$ cat src/rtl/syn_gpu_pkg.sv
// Shared constants for the GPU multiply-accelerator arbiter slice.
// Latency: n/a (package only).
// Backpressure: n/a (package only).
package syn_gpu_pkg;

  // Arbitration mode encodings
  localparam int ARB_RR    = 0;
  localparam int ARB_FIXED = 1;

  // Default parameter values
  localparam int DEF_NUM_CH     = 4;
  localparam int DEF_DATA_W     = 32;
  localparam int DEF_MAX_OUTSTD = 4;
  localparam int DEF_ARB_MODE   = ARB_RR;

  // Fold an index in [0, 2n) back into [0, n).
  function automatic int wrap_idx(input int v, input int n);
    return (v >= n) ? (v - n) : v;
  endfunction

endpackage

$ cat src/rtl/syn_gpu_tag_fifo.sv
// Generic synchronous FIFO used to remember which channel owns each in-flight job.
// Latency: push visible at pop_dat one cycle after push; pop_dat is the head combinationally.
// Backpressure: push is dropped when full unless a pop happens in the same cycle; pop on empty is ignored.
//
// Ports:
//   core_clk, arst_n        clock, async active-low reset
//   push, push_dat          write strobe and data
//   pop, pop_dat            read strobe and current head
//   full, empty, occ        status and occupancy (0..DEPTH)
module syn_gpu_tag_fifo #(
  parameter int W     = 2,
  parameter int DEPTH = 4
) (
  input  logic                     core_clk,
  input  logic                     arst_n,
  input  logic                     push,
  input  logic [W-1:0]             push_dat,
  input  logic                     pop,
  output logic [W-1:0]             pop_dat,
  output logic                     full,
  output logic                     empty,
  output logic [$clog2(DEPTH):0]   occ
);

  localparam int PTR_W = $clog2(DEPTH);

  logic [W-1:0]     mem [DEPTH];
  logic [PTR_W-1:0] wr_ptr;
  logic [PTR_W-1:0] rd_ptr;
  logic             push_ok;
  logic             pop_ok;

  assign full    = (occ == (PTR_W+1)'(DEPTH));
  assign empty   = (occ == '0);
  assign push_ok = push && (!full || pop);
  assign pop_ok  = pop && !empty;
  assign pop_dat = mem[rd_ptr];

  // DEPTH is a power of two, so the pointers wrap by natural overflow.
  always_ff @(posedge core_clk or negedge arst_n) begin
    if (!arst_n) begin
      wr_ptr <= '0;
      rd_ptr <= '0;
      occ    <= '0;
    end else begin
      if (push_ok) wr_ptr <= wr_ptr + PTR_W'(1);
      if (pop_ok)  rd_ptr <= rd_ptr + PTR_W'(1);
      case ({push_ok, pop_ok})
        2'b10:   occ <= occ + (PTR_W+1)'(1);
        2'b01:   occ <= occ - (PTR_W+1)'(1);
        default: occ <= occ;
      endcase
    end
  end

  always_ff @(posedge core_clk) begin
    if (push_ok) mem[wr_ptr] <= push_dat;
  end

endmodule

$ cat src/rtl/syn_gpu_mulbry_arb.sv
// Arbitrates NUM_CH channels onto one in-order accelerator and routes results back by tag.
// Latency: grant same cycle as capture, acc_req_o next cycle; result to channel 1 cycle after acc_rsp_valid_i.
// Backpressure: issue register holds until acc_ready_i; no capture once MAX_OUTSTD jobs are held or in flight.
//
// Ports:
//   clk_ir, rst_sync_l                         clock, async active-low reset
//   ch_req_i, ch_opa_i, ch_opb_i               per-channel request and flattened operands (ch0 in LSBs)
//   ch_gnt_o                                   one-hot capture strobe (combinational)
//   ch_rsp_valid_o, ch_rsp_data_o              one-hot result strobe and shared result bus
//   acc_req_o, acc_opa_o, acc_opb_o, acc_ready_i   issue handshake to accelerator
//   acc_rsp_valid_i, acc_rsp_data_i            in-order accelerator results
//   outstd_cnt_o, err_orphan_o                 jobs held or in flight; sticky orphan-result flag
module syn_gpu_mulbry_arb
  import syn_gpu_pkg::*;
#(
  parameter int NUM_CH     = DEF_NUM_CH,
  parameter int DATA_W     = DEF_DATA_W,
  parameter int MAX_OUTSTD = DEF_MAX_OUTSTD,
  parameter int ARB_MODE   = DEF_ARB_MODE
) (
  input  logic                          clk_ir,
  input  logic                          rst_sync_l,
  input  logic [NUM_CH-1:0]             ch_req_i,
  input  logic [NUM_CH*DATA_W-1:0]      ch_opa_i,
  input  logic [NUM_CH*DATA_W-1:0]      ch_opb_i,
  output logic [NUM_CH-1:0]             ch_gnt_o,
  output logic [NUM_CH-1:0]             ch_rsp_valid_o,
  output logic [DATA_W-1:0]             ch_rsp_data_o,
  output logic                          acc_req_o,
  output logic [DATA_W-1:0]             acc_opa_o,
  output logic [DATA_W-1:0]             acc_opb_o,
  input  logic                          acc_ready_i,
  input  logic                          acc_rsp_valid_i,
  input  logic [DATA_W-1:0]             acc_rsp_data_i,
  output logic [$clog2(MAX_OUTSTD):0]   outstd_cnt_o,
  output logic                          err_orphan_o
);

  localparam int IDX_W = $clog2(NUM_CH);
  localparam int CNT_W = $clog2(MAX_OUTSTD) + 1;

  // Issue register
  logic              iss_vld;
  logic [DATA_W-1:0] iss_opa;
  logic [DATA_W-1:0] iss_opb;
  logic [IDX_W-1:0]  iss_tag;

  logic [IDX_W-1:0]  rr_ptr;

  logic              win_vld;
  logic [IDX_W-1:0]  win_idx;
  logic [DATA_W-1:0] win_opa;
  logic [DATA_W-1:0] win_opb;

  logic              iss_free;
  logic              acc_acpt;
  logic              cap;
  logic              rsp_pop;

  logic              fifo_full;
  logic              fifo_empty;
  logic [IDX_W-1:0]  fifo_head;
  logic [CNT_W-1:0]  fifo_occ;

  assign acc_req_o = iss_vld;
  assign acc_opa_o = iss_opa;
  assign acc_opb_o = iss_opb;

  assign acc_acpt = iss_vld && acc_ready_i;
  assign iss_free = !iss_vld || acc_ready_i;

  assign outstd_cnt_o = fifo_occ + CNT_W'(iss_vld);

  // Count check uses the current-cycle value only: a response popping this
  // cycle does not free a slot until next cycle. The fifo_full term is
  // implied by the count check but keeps the FIFO safe on its own.
  // Gating with the reset keeps the combinational grant low while in reset.
  assign cap = rst_sync_l && iss_free && win_vld && !fifo_full
            && (outstd_cnt_o < CNT_W'(MAX_OUTSTD));

  assign ch_gnt_o = cap ? (NUM_CH'(1) << win_idx) : '0;

  // Winner search: round-robin starts one past the last winner, fixed
  // priority always starts at channel 0.
  always_comb begin
    int               cand;
    logic [IDX_W-1:0] cand_idx;
    win_vld  = 1'b0;
    win_idx  = '0;
    cand     = 0;
    cand_idx = '0;
    for (int i = 0; i < NUM_CH; i++) begin
      if (ARB_MODE == ARB_FIXED) cand = i;
      else                       cand = wrap_idx(int'(rr_ptr) + 1 + i, NUM_CH);
      cand_idx = IDX_W'(cand);
      if (!win_vld && ch_req_i[cand_idx]) begin
        win_vld = 1'b1;
        win_idx = cand_idx;
      end
    end
  end

  assign win_opa = ch_opa_i[win_idx*DATA_W +: DATA_W];
  assign win_opb = ch_opb_i[win_idx*DATA_W +: DATA_W];

  always_ff @(posedge clk_ir or negedge rst_sync_l) begin
    if (!rst_sync_l) begin
      iss_vld <= 1'b0;
      iss_opa <= '0;
      iss_opb <= '0;
      iss_tag <= '0;
      rr_ptr  <= IDX_W'(NUM_CH - 1);
    end else begin
      if (cap) begin
        iss_vld <= 1'b1;
        iss_opa <= win_opa;
        iss_opb <= win_opb;
        iss_tag <= win_idx;
        rr_ptr  <= win_idx;
      end else if (acc_acpt) begin
        iss_vld <= 1'b0;
      end
    end
  end

  // Accelerator answers in order, so the FIFO head owns each result.
  assign rsp_pop = acc_rsp_valid_i && !fifo_empty;

  syn_gpu_tag_fifo #(
    .W     (IDX_W),
    .DEPTH (MAX_OUTSTD)
  ) u_tag_fifo (
    .core_clk (clk_ir),
    .arst_n   (rst_sync_l),
    .push     (acc_acpt),
    .push_dat (iss_tag),
    .pop      (rsp_pop),
    .pop_dat  (fifo_head),
    .full     (fifo_full),
    .empty    (fifo_empty),
    .occ      (fifo_occ)
  );

  always_ff @(posedge clk_ir or negedge rst_sync_l) begin
    if (!rst_sync_l) begin
      ch_rsp_valid_o <= '0;
      ch_rsp_data_o  <= '0;
      err_orphan_o   <= 1'b0;
    end else begin
      ch_rsp_valid_o <= rsp_pop ? (NUM_CH'(1) << fifo_head) : '0;
      if (rsp_pop) ch_rsp_data_o <= acc_rsp_data_i;
      if (acc_rsp_valid_i && fifo_empty) err_orphan_o <= 1'b1;
    end
  end

endmodule

$ cat config.mk
export PLATFORM = sky130hd
export DESIGN_NAME = syn_gpu_mulbry_arb
export DESIGN_NICKNAME = d
export VERILOG_FILES = /design/src/rtl/syn_gpu_pkg.sv /design/src/rtl/syn_gpu_tag_fifo.sv /design/src/rtl/syn_gpu_mulbry_arb.sv
export SDC_FILE = /design/constraint.sdc
export NUM_CORES = 1
export LEC_CHECK = 0
export CORE_AREA = 2 2 159 161
export DETAILED_ROUTE_END_ITERATION = 8
export DIE_AREA = 0 0 161 163
export GPL_ROUTABILITY_DRIVEN = 0
export GPL_TIMING_DRIVEN = 0
export PLACE_DENSITY_LB_ADDON = 0.15
export SKIP_CTS_REPAIR_TIMING = 1
export SYNTH_ARGS = -nofsm -noshare
export SYNTH_HDL_FRONTEND = slang
export SYNTH_HIERARCHICAL = 1
export SYNTH_SLANG_ARGS = --single-unit
$ cat constraint.sdc
create_clock -name clk_ir -period 4.9 [get_ports clk_ir]
set_input_delay 0.98 -clock clk_ir [delete_from_list [all_inputs] [get_ports clk_ir]]
set_output_delay 0.98 -clock clk_ir [all_outputs]
set_load 0.02 [all_outputs]
==> impl_metrics.json, run 1 <==
{
  "result_of_the_run": "finished, final reports clean",
  "layout.cells.non_filler": 1415,
  "ys_seq_area_share_pct": 45.2,
  "syn-cell-area_um2": 6790,
  "slew_headroom_pct": 50.3,
  "synth-adder-area-share_pct": 1.58,
  "hold_path_class": "in -> async",
  "fmax_ghz": 0.208,
  "finalHoldViolations": 0,
  "synth_edf_count": 8,
  "sw_frac_of_total_pct": 41.2,
  "criticalPathCategory": "in -> out",
  "powerDensity_nw_per_um2": 547,
  "place.port_buffers": 404,
  "timing.critical_path.required_ps": 3920,
  "cts.reportedPaths.clkPinSlew_ps": 60,
  "syn_avg_cell_area_um2": 10.5,
  "die_h_um": 163,
  "antenna_cells": 0,
  "dr_total_vias": 6705,
  "leakage_power_total_nw": 4.70,
  "placeableCoreArea_um2": 24700,
  "post_route_cells_drive_above_1_share_pct": 11.9,
  "cts.path.max_buffers": 2,
  "yosys.area.top_type_share_pct": 40.9,
  "die_area_um2": 26200,
  "tritoncts": "yes",
  "grt_first_pass_wirelength_um": 41500,
  "timing.setup.tns_ps": 0,
  "hpwlAfterDp_um": 21900,
  "fp-row-count": 58,
  "grt_pass1_vias": 6926,
  "dp_worst_setup_slack_ps": -544,
  "ys_ff_latch": 121,
  "worst_ir_drop_vdd_mv": 0.227,
  "clkSinkCount": 121,
  "path_max_fanout": 10,
  "power.clock.fraction_pct": 20.4,
  "critical_path.startpoint_type": "primary input",
  "synthSimpleGateAreaFrac_pct": 11.6,
  "syn_nets": 952,
  "muxShareOfSynthArea_pct": 15.8,
  "finalCriticalPeriod_ps": 4800,
  "grt_start_max_net_pins": 79,
  "synth_async_sr_flop_share_pct": 93.4,
  "clock_tree.htree_level_count": 4,
  "clock-root-buffer": "clkbuf_16",
  "detail_route.wirelength_um": 27800,
  "drtPass1Iterations": 4,
  "post_synth_xor_area_fraction_pct": 0.903,
  "setup_viol_count_final": 0,
  "setup_skew_ps": 10.3,
  "ant_nets": 0,
  "starting_utilization_of_the_core_area_pct": 27.5,
  "synth_most_common_cell": "dfrtp_1",
  "floorplan.die.width_um": 161,
  "syn_inst": 648,
  "count_of_different_cell_masters_after_synthesis": 44,
  "drc_errors": 0,
  "post_drt_via_cell_ratio": 4.74,
  "ioPinCount": 405,
  "synth_compound_gate_area_share_pct": 20.7,
  "timing.reg2reg.setup_slack_ps": 1700,
  "initialDrtViolationCount": 213,
  "fillcell_total": 2375,
  "combinationalPowerShare_pct": 53.3,
  "ys.flop_type": "dfrtp_1",
  "number_of_antenna_violations_at_the_first_check_in_global_routing": 0,
  "critical_path.endpoint_type": "output port",
  "synthTopCellsByArea": "dfrtp_1 41%, a211oi_1 11%, mux2i_1 9.4%",
  "grt_use_total_pct": 21.1,
  "tritoncts_buffer_count": 17,
  "post-route-worst-setup-slack_ps": 101,
  "num-nets-final": 1376,
  "netlist.top_cell.by_area": "dfrtp_1",
  "period_share_pct": 97.9,
  "rsz0062_at_grt": "true",
  "synthToLayoutAreaGrowth_pct": 75.5,
  "worst-endpoint-arrival_ps": 3820,
  "internal-power_mw": 3.83,
  "switching_power_mw": 2.69,
  "wirelength_per_cell_um": 19.6,
  "grt-ovfl-total": 0,
  "drv_cap": 0,
  "final_max_tran_viols": 0,
  "power_frac_seq_pct": 26.3,
  "dpl.cell_count": 1384,
  "synth.cells.most_frequent": "111 x dfrtp_1, 100 x a211oi_1, 71 x nor2_1, 64 x mux2i_1, 45 x clkbuf_1",
  "largest_family_of_logic_cells_by_synthesized_area": "compound AO/OA/AOI/OAI gates",
  "yosys_warnings": 6,
  "timing_worst_slew_pin_value_ps": 745,
  "worst_skew_pair.late_latency_ps": 420
}
[placed cells by master, fill, tap and decap left out, types with 8 or more instances in the layout]
cell             Yosys  routed
clkdlybuf4s50_1      0     402
dfrtp_1            111     111
a211oi_1           100     100
nor2_1              71      71
mux2i_1             64      64
nand2_1             42      42
clkbuf_1            45      39
nor3_1              37      37
mux2_2              32      32
a21boi_0            31      31
a211oi_2            27      27
clkbuf_16            0      17
buf_2               10      10
inv_1                9       9
edfxtp_1             8       8
[flip-flops by register name (all words and copies together) (netlist names)]
signal	cells
u_tag_fifo/rd_ptr	2
u_tag_fifo/wr_ptr	2
acc_opb_o	32
rr_ptr	2
ch_rsp_valid_o	4
u_tag_fifo/mem	8
acc_req_o	1
ch_rsp_data_o	32
u_tag_fifo/occ	3
err_orphan_o	1
acc_opa_o	32
iss_tag	2
[per-stage QoR]
stage,hold slack [ps],util (%),instance area (um^2),total power [mW]
CTS,459,48.2,11900,6.61
floorplan,476,-,6790,3.63
finish,462,48.3,11900,6.53
global route,467,48.3,11900,6.95
detailed placement,449,45.7,11300,5.24
global placement,445,45.6,11200,5.21
[power by group through the flow]
stage	logic, mW	registers, mW	clock network, mW
2_1_floorplan	1.49	2.14	0
3_3_place_gp	3.49	1.72	0
3_5_place_dp	3.51	1.73	0
4_1_cts	3.52	1.72	1.37
5_1_grt	3.75	1.78	1.42
6_report	3.48	1.72	1.33
[path summary, 6_finish.rpt]
| check | start | end | cells after the start |
|---|---|---|---|
| max | ch_req_i[3] | ch_gnt_o[2] | 8 |
| min | rst_sync_l | acc_opb_o[24]$_DFFE_PN0P_ | 1 |
| max reg2reg | u_tag_fifo/occ[0]$_DFFE_PN0P_ | acc_opa_o[12]$_DFFE_PN0P_ | 8 |
| min reg2reg | err_orphan_o$_DFFE_PN0P_ | err_orphan_o$_DFFE_PN0P_ | 1 |
| max in group asynchronous | rst_sync_l | ch_rsp_data_o[28]$_DFFE_PN0P_ | 2 |
| min in group clk_ir | err_orphan_o$_DFFE_PN0P_ | err_orphan_o$_DFFE_PN0P_ | 1 |
[cells by family after synthesis]
| group | Yosys count |
|---|---|
| flip-flops | 121 |
| XOR/XNOR | 7 |
| adder cells (fa/ha/maj) | 8 |
| AO/OA/AOI/OAI | 169 |
| AND/OR/NAND/NOR | 175 |
| multiplexers | 100 |
| buffers and inverters | 68 |
[layout make-up]
| cell class | instances | area [um^2] | share of cell area [%] |
|---|---|---|---|
| plain buffers | 58 | 262 | 2.19 |
| flip-flops and latches | 121 | 3070 | 25.8 |
| multi-input cells | 459 | 3460 | 29.0 |
| repair buffers | 406 | 4080 | 34.2 |
| well taps | 330 | 413 | 3.46 |
| clock inverters | 15 | 179 | 1.50 |
| inverters | 9 | 33.8 | 0.283 |
| clock buffers | 17 | 425 | 3.57 |
[worst max-delay path, cell delays in order]
cell             delay [ps]
clkdlybuf4s50_1         490
mux2_1                  340
a22oi_2                 270
and2_1                  170
clkbuf_1                340
buf_2                   380
and3_1                  200
clkdlybuf4s50_1         640
[per-layer routing]
| layer | part of all wire [%] | wire length [um] | track usage, % |
|---|---|---|---|
| met1 | 40 | 11000 | 24.1 |
| met2 | 50 | 14000 | 37.7 |
| met3 | 8.8 | 2440 | 7.26 |
| met4 | 1.4 | 377 | 5.32 |
| met5 | 0 | 0 | 0 |
(Power assumes the default switching activity.)
==> inputs of run 2 (changes only) <==
--- a/config.mk
+++ b/config.mk
@@ -10,8 +10,10 @@
 export DIE_AREA = 0 0 161 163
 export GPL_ROUTABILITY_DRIVEN = 0
 export GPL_TIMING_DRIVEN = 0
+export MAX_ROUTING_LAYER = met4
 export PLACE_DENSITY_LB_ADDON = 0.15
 export SKIP_CTS_REPAIR_TIMING = 1
+export SLEW_MARGIN = 10
 export SYNTH_ARGS = -nofsm -noshare
 export SYNTH_HDL_FRONTEND = slang
 export SYNTH_HIERARCHICAL = 1
==> impl_metrics.json, run 2 (synthesis results as in run 1) <==
{
  "result_of_the_run": "finished, final reports clean",
  "worst-endpoint-arrival_ps": 3810,
  "drtPass1Iterations": 4,
  "fp-row-count": 58,
  "layout.cells.non_filler": 1415,
  "rsz0062_at_grt": "true",
  "cts.path.max_buffers": 2,
  "leakage_power_total_nw": 4.72,
  "num-nets-final": 1376,
  "area_of_combinational_cells_with_multiple_inputs_um2": 3470,
  "dr_total_vias": 6716,
  "place.port_buffers": 404,
  "critical_path.n_buffers_inverters": 4,
  "clock_tree.htree_level_count": 4,
  "timing.critical_path.required_ps": 3920,
  "timing_worst_slew_pin_value_ps": 732,
  "critical_path.endpoint_type": "output port",
  "layout.cells.most_common_list": "401 x clkdlybuf4s50_1, 111 x dfrtp_1, 100 x a211oi_1",
  "grt_start_max_net_pins": 79,
  "finalHoldViolations": 0,
  "detail_route.wirelength_um": 27800,
  "post_route_cells_drive_above_1_share_pct": 11.9,
  "setup_skew_ps": 11.8,
  "final_max_tran_viols": 0,
  "register_area_um2": 3070,
  "starting_utilization_of_the_core_area_pct": 27.5,
  "drc_errors": 0,
  "dpl.cell_count": 1383,
  "hold_path_class": "in -> async",
  "synthToLayoutAreaGrowth_pct": 75.7,
  "fillcell_total": 2368,
  "cp_top_family": "buffers and inverters",
  "worst_skew_pair.late_latency_ps": 420,
  "tritoncts": "yes",
  "cts.reportedPaths.clkPinSlew_ps": 60,
  "slew_headroom_pct": 51.2,
  "post_drt_via_cell_ratio": 4.75,
  "finalCriticalPeriod_ps": 4790,
  "cp_cell_sequence": "clkdlybuf4s50_1 > mux2_1 > a22oi_2 > and2_1 > clkbuf_1 > clkbuf_2 > and3_1 > clkdlybuf4s50_1",
  "ioPinCount": 405,
  "period_share_pct": 97.8,
  "fmax_ghz": 0.209,
  "clock-root-buffer": "clkbuf_16",
  "criticalPathCategory": "in -> out",
  "die_h_um": 163,
  "timing.rr.start": "u_tag_fifo/occ[0]$_DFFE_PN0P_",
  "grt-ovfl-total": 0,
  "floorplan.die.width_um": 161,
  "timing.setup.tns_ps": 0,
  "clkSinkCount": 121,
  "mostFrequentLayoutCell": "clkdlybuf4s50_1",
  "die_area_um2": 26200,
  "grt_pass1_vias": 6976,
  "cp_slowest_stage_delay_ps": 630,
  "critical-path-slowest-cell": "clkdlybuf4s50_1",
  "critical-path-top-cell-by-count": "clkdlybuf4s50_1",
  "worst_ir_drop_vdd_mv": 0.229,
  "setup_viol_count_final": 0,
  "drv_cap": 0,
  "antenna_cells": 0,
  "grt_first_pass_wirelength_um": 41400,
  "path_max_fanout": 10,
  "tritoncts_buffer_count": 17,
  "grt_use_total_pct": 21.6,
  "worstSetupStartpoint": "ch_req_i[1]",
  "initialDrtViolationCount": 225,
  "ant_nets": 0,
  "wirelength_per_cell_um": 19.6,
  "powerDensity_nw_per_um2": 546,
  "critical_path.startpoint_type": "primary input",
  "number_of_antenna_violations_at_the_first_check_in_global_routing": 0,
  "hpwlAfterDp_um": 21900,
  "placeableCoreArea_um2": 24700
}
-- run 2: layout make-up --
| type | instances | share of cell area (%) |
|---|---|---|
| clock inverter | 15 | 1.46 |
| sequential | 121 | 25.7 |
| inverter | 9 | 0.283 |
| multi-input combinational | 459 | 29.1 |
| tap | 330 | 3.46 |
| timing repair buffer | 405 | 34.2 |
| clock buffer | 17 | 3.56 |
| buffer | 59 | 2.24 |
-- run 2: final timing paths --
| check | endpoint | slack, ps | depth (start not counted) |
|---|---|---|---|
| setup / recovery | ch_gnt_o[2] | 110 | 8 |
| hold / removal | acc_opb_o[24]$_DFFE_PN0P_ | 460 | 1 |
| setup reg to reg | acc_opa_o[20]$_DFFE_PN0P_ | 1620 | 9 |
| hold reg to reg | err_orphan_o$_DFFE_PN0P_ | 460 | 1 |
| max in group asynchronous | ch_rsp_data_o[23]$_DFFE_PN0P_ | 3680 | 2 |
| min in group clk_ir | err_orphan_o$_DFFE_PN0P_ | 460 | 1 |
-- run 2: metrics by stage --
step | area, um^2 | util [%] | hold slack [ps] | power (mW) | setup WS (ps)
global route | 11900 | 48.4 | 468 | 6.93 | -82.1
detailed placement | 11300 | 45.7 | 456 | 5.24 | -499
finish | 11900 | 48.4 | 464 | 6.52 | 108
CTS | 11900 | 48.2 | 459 | 6.58 | -488
floorplan | 6790 | - | 476 | 3.63 | 1050
global placement | 11200 | 45.6 | 445 | 5.21 | -5360
-- run 2: power by group --
| group | switching (mW) | internal, mW | leakage, nW |
|---|---|---|---|
| Combinational | 1.87 | 1.61 | 3.07 |
| Clock | 0.544 | 0.769 | 0.294 |
| Sequential | 0.263 | 1.46 | 1.36 |
| Total | 2.68 | 3.84 | 4.72 |
-- run 2: worst register-to-register path, delay by kind of cell, from the launching register on --
kind,cells,cell delay (ps)
buffers and inverters,3,1150
and+or+nand+nor,2,720
DFF,1,460
adders and majority gates,2,410
xor gates and xnor gates,1,210
AOI/OAI and AO/OA,1,180
-- run 2: layer usage --
metal / GRT usage [%] / part of all wire [%]
met1: 24.1 / 41
met2: 37.7 / 50
met3: 6.70 / 8.0
met4: 5.64 / 1.4
met5: - / 0
